File: config.mk
export PLATFORM = sky130hd
export DESIGN_NAME = sum_stats_collector
export DESIGN_NICKNAME = d
export VERILOG_FILES = /design/src/rtl/sum_stats_collector.sv
export SDC_FILE = /design/constraint.sdc
export NUM_CORES = 1
export LEC_CHECK = 0
export CORE_MARGIN = 4
export CORE_UTILIZATION = 50
export DETAILED_ROUTE_END_ITERATION = 6
export PLACE_DENSITY = 0.81
export SLEW_MARGIN = 30
export SYNTH_ARGS = -nofsm -noshare
export SYNTH_HDL_FRONTEND = slang
export SYNTH_SLANG_ARGS = --single-unit
File: constraint.sdc
create_clock -name clk -period 3.1 [get_ports clk]
set_clock_uncertainty 0.2 [all_clocks]
set_input_delay 0.62 -clock clk [delete_from_list [all_inputs] [get_ports clk]]
set_output_delay 0.62 -clock clk [all_outputs]
set_load 0.05 [all_outputs]
File: src/rtl/sum_stats_collector.sv
// sum_stats_collector: collects blocks of N_SAMPLES adder sums and reports a
// saturating total, the minimum, the maximum and a saturation flag per block.
//
// Handshakes (both ports): a transfer happens on a rising clk edge where the
// producer's valid and the consumer's ready are both 1. in_ready and out_valid
// are pure decodes of the state register. A producer must not make valid
// depend on ready. Once out_valid is up it stays up, with the result frozen,
// until an edge sees out_ready=1. clear overrides both handshakes.
module sum_stats_collector #(
  parameter int SUM_W     = 5,
  parameter int N_SAMPLES = 8,
  parameter int ACC_W     = 8
) (
  input  logic             clk,
  input  logic             rst_n,
  input  logic             clear,
  input  logic [SUM_W-1:0] in_sum,
  input  logic             in_valid,
  output logic             in_ready,
  output logic [ACC_W-1:0] out_total,
  output logic [SUM_W-1:0] out_min,
  output logic [SUM_W-1:0] out_max,
  output logic             out_sat,
  output logic             out_valid,
  input  logic             out_ready,
  output logic             dbg_state
);

  // The count only has to reach N_SAMPLES-1 before it wraps back to zero.
  localparam int CNT_W = $clog2(N_SAMPLES + 1);
  // The addition is done one bit wider than the widest operand, so the carry
  // out of the accumulator is never lost before the clamp.
  localparam int WIDE_W = ((ACC_W > SUM_W) ? ACC_W : SUM_W) + 1;
  localparam logic [CNT_W-1:0]  LAST_CNT = CNT_W'(N_SAMPLES - 1);
  localparam logic [WIDE_W-1:0] ACC_MAX  = {{(WIDE_W - ACC_W){1'b0}}, {ACC_W{1'b1}}};

  typedef enum logic {
    ST_COLLECT = 1'b0,
    ST_HOLD    = 1'b1
  } state_t;

  state_t            state;
  logic [CNT_W-1:0]  count;
  logic [WIDE_W-1:0] total_wide;
  logic              clamp;
  logic [ACC_W-1:0]  total_next;
  logic [SUM_W-1:0]  min_next;
  logic [SUM_W-1:0]  max_next;

  assign in_ready  = (state == ST_COLLECT);
  assign out_valid = (state == ST_HOLD);
  assign dbg_state = state;

  // Next block statistics, assuming the sample on in_sum is accepted this cycle.
  always_comb begin
    total_wide = WIDE_W'(out_total) + WIDE_W'(in_sum);
    clamp      = (total_wide > ACC_MAX);
    total_next = clamp ? {ACC_W{1'b1}} : total_wide[ACC_W-1:0];
    min_next   = (in_sum < out_min) ? in_sum : out_min;
    max_next   = (in_sum > out_max) ? in_sum : out_max;
  end

  // Collect/hold FSM. The result registers are the outputs themselves.
  always_ff @(posedge clk or negedge rst_n) begin
    if (!rst_n) begin
      state     <= ST_COLLECT;
      count     <= '0;
      out_total <= '0;
      out_min   <= '1;
      out_max   <= '0;
      out_sat   <= 1'b0;
    end else if (clear) begin
      // An abort drops any sample seen this cycle and any unread result.
      state     <= ST_COLLECT;
      count     <= '0;
      out_total <= '0;
      out_min   <= '1;
      out_max   <= '0;
      out_sat   <= 1'b0;
    end else begin
      case (state)
        ST_COLLECT: begin
          if (in_valid) begin
            out_total <= total_next;
            out_sat   <= out_sat | clamp;
            out_min   <= min_next;
            out_max   <= max_next;
            if (count == LAST_CNT) begin
              count <= '0;
              state <= ST_HOLD;
            end else begin
              count <= count + 1'b1;
            end
          end
        end
        ST_HOLD: begin
          // The result stays frozen until it is taken. Input is not accepted
          // on the edge that releases it.
          if (out_ready) begin
            state     <= ST_COLLECT;
            out_total <= '0;
            out_min   <= '1;
            out_max   <= '0;
            out_sat   <= 1'b0;
          end
        end
        default: state <= ST_COLLECT;
      endcase
    end
  end

endmodule

==> results_dict.tcl <==
set metrics [dict create \
    p_per_area_mw_per_mm2 450 \
    num_vias 1306 \
    syn_inst 157 \
    hpwlAfterDp_um 2700 \
    start_util_pct 53.3 \
    rows 19 \
    final_max_slew_viol_count 0 \
    die_area_mm2 0.00396 \
    synth_seq_area_share_pct 40.2 \
    final_common_cell "clkdlybuf4s50_1" \
    clk_latency_ns 0.32 \
    drtIter0Drc 42 \
    status "completed" \
    io_buffers 31 \
    grt_pass1_vias 1302 \
    yosysWarnings 0 \
    cts_setup_buffers 0 \
    die_width_um 62.9 \
    required_ns 3.13 \
    setup_viol 0 \
    synth_area_leaders "dfrtp_1 32%, ha_1 12%, dfstp_2 8.7%" \
    syn2layout_area_growth_pct 26.9 \
    synthArstFlopShare_pct 100 \
    synth_fp_nets 183 \
    synth_top_area_cell "dfrtp_1" \
    crit_arrival_ns 2.76 \
    avgSynthCellArea_um2 9.60 \
    ys_seq_elements 24 \
    synth_edf_count 0 \
    drcViolationCount 0 \
    antenna_cells 0 \
    final_nets 219 \
    placedInstanceArea_mm2 0.00186 \
    drive_above_1_share_pct 8.85 \
    vdd_drop_max_v 0.000308 \
    ctsLongestPathBuffers 2 \
    cp_cell_sequence "clkdlybuf4s50_1, ha_1, o21ai_0, a21oi_1, o21ai_1, o21ai_0, a22o_1" \
    synth_top_area_share_pct 31.5 \
    wirelength_um 3550 \
    grt_setup_unrepaired "false" \
    r2r_start "out_total[0]" \
    tritoncts "built" \
    yosys_most_used_dff "dfrtp_1" \
    synth_area_mm2 0.00151 \
    startpoint_type "primary input" \
    firstDrtPassIters 4 \
    via_per_inst 5.86 \
    worstHoldStart "out_total[2]" \
    dieHeight_um 62.9 \
    design.core.area_mm2 0.00283 \
    wire_per_inst_um 15.9 \
    mostFrequentLayoutCells "31 x clkdlybuf4s50_1, 20 x nor2_1, 19 x dfrtp_1" \
    cts_hold_buf 0 \
    yosys.cell_types.count 39 \
    cts_inserted_buffers 3 \
    overflow 0 \
    cp_common_cell "o21ai_0" \
    p_leak_uw 0.000936 \
    fin_area_mm2 0.00191 \
    tightest_slew_ns 0.695 \
    hp-class "register to register" \
    max_clock_freq_ghz 0.366 \
    endpoint_kind "register" \
    grt_max_degree 17 \
    cts.repair.resized 0 \
    worst-setup-path-type "primary input to register" \
    finish.utilization_pct 67.6 \
    max_cap_violations 0 \
    slew-limit-headroom_pct 53.5 \
    fin_crit_sh_pct 88.1 \
    postRouteAntennaNets 0 \
    crit_start "in_sum[3]" \
    max_stage_delay_ns 0.56 \
    antenna_found_initial 0 \
    clk_pin_slew_ns 0.14 \
    cts.sinks 24 \
    min_period_ns 2.73 \
    h-tree-depth 1 \
    finalSetupTns_ns 0 \
    path_max_fanout 7 \
    cts_root_buf "clkbuf_4" \
    grt_pass1_wl_um 6200 \
    grt_usage_pct 19.4 \
    hold_violations 0 \
    place_congestion 0.861 \
    ios 32 \
    slowest_stage "clkdlybuf4s50_1" \
]
[stage by stage]
step / hold WS, ns / std cells / power (µW) / setup slack, ns
after floorplan: 0.124 / 157 / 544 / 0.633
after global placement: 0.298 / 219 / 625 / 0.157
after detailed placement: 0.302 / 219 / 636 / 0.105
after CTS: 0.336 / 223 / 865 / 0.450
after global routing: 0.362 / 223 / 910 / 0.252
final: 0.327 / 223 / 862 / 0.368
[routing by layer]
metal / global-route usage, % / wire [µm] / share of wire, % / up-vias
li1: - / - / - / 621
met1: 25.3 / 1560 / 44 / 634
met2: 31.5 / 1710 / 48 / 40
met3: 3.24 / 198 / 5.6 / 11
met4: 8.26 / 79 / 2.2 / 0
met5: 0 / 0 / 0 / -
[critical path: cells and delay by family]
kind                       cells  cell delay, ns
adders and majority gates      1            0.44
AOI/OAI and AO/OA              5            1.15
buffers and inverters          1            0.56
[power breakdown]
part           internal [µW]  switching [µW]
combinational            107             170
clock                    131            96.7
sequential               338            18.6
[worst paths after layout]
| check | to | slack (ns) | cells past startpoint |
|---|---|---|---|
| min reg2reg | out_total[2] | 0.33 | 1 |
| max | out_total[5] | 0.37 | 7 |
| max in group asynchronous | out_total[2] | 1.60 | 2 |
| max reg2reg | out_total[5] | 0.82 | 8 |
| min | out_total[2] | 0.33 | 1 |
| min in group asynchronous | out_sat | 0.50 | 1 |
[Yosys cell counts (all sizes together) (5+ instances only)]
master	instances
a21o	7
a21oi	11
a22o	7
dfrtp	19
dfstp	5
ha	15
inv	16
mux2i	5
nand2	8
nand2b	5
nor2	20
o21ai	7
[sequential cells by signal (all words and copies together), names as in the netlist]
| register | flops |
|---|---|
| out_total | 8 |
| out_max | 5 |
| out_min | 5 |
| count | 4 |
| dbg_state | 1 |
| out_sat | 1 |
[final cells by class]
class / count / area, µm²
tap: 31 / 38.8
timing repair buffer: 35 / 340
inverter: 16 / 60.1
clock buffer: 3 / 22.5
clock inverter: 1 / 30.0
fill: 217 / 916
multi-input combinational: 113 / 815
sequential: 24 / 607
[kinds of logic after synthesis]
kind of cell	synth area share [%]
compound gates	21.5
flops	40.2
buf+inv	5.73
simple gates	13.7
mux	3.32
xor+xnor	1.74
fa+ha+maj	13.8
Note: power is estimated with default switching activity, not from simulation.
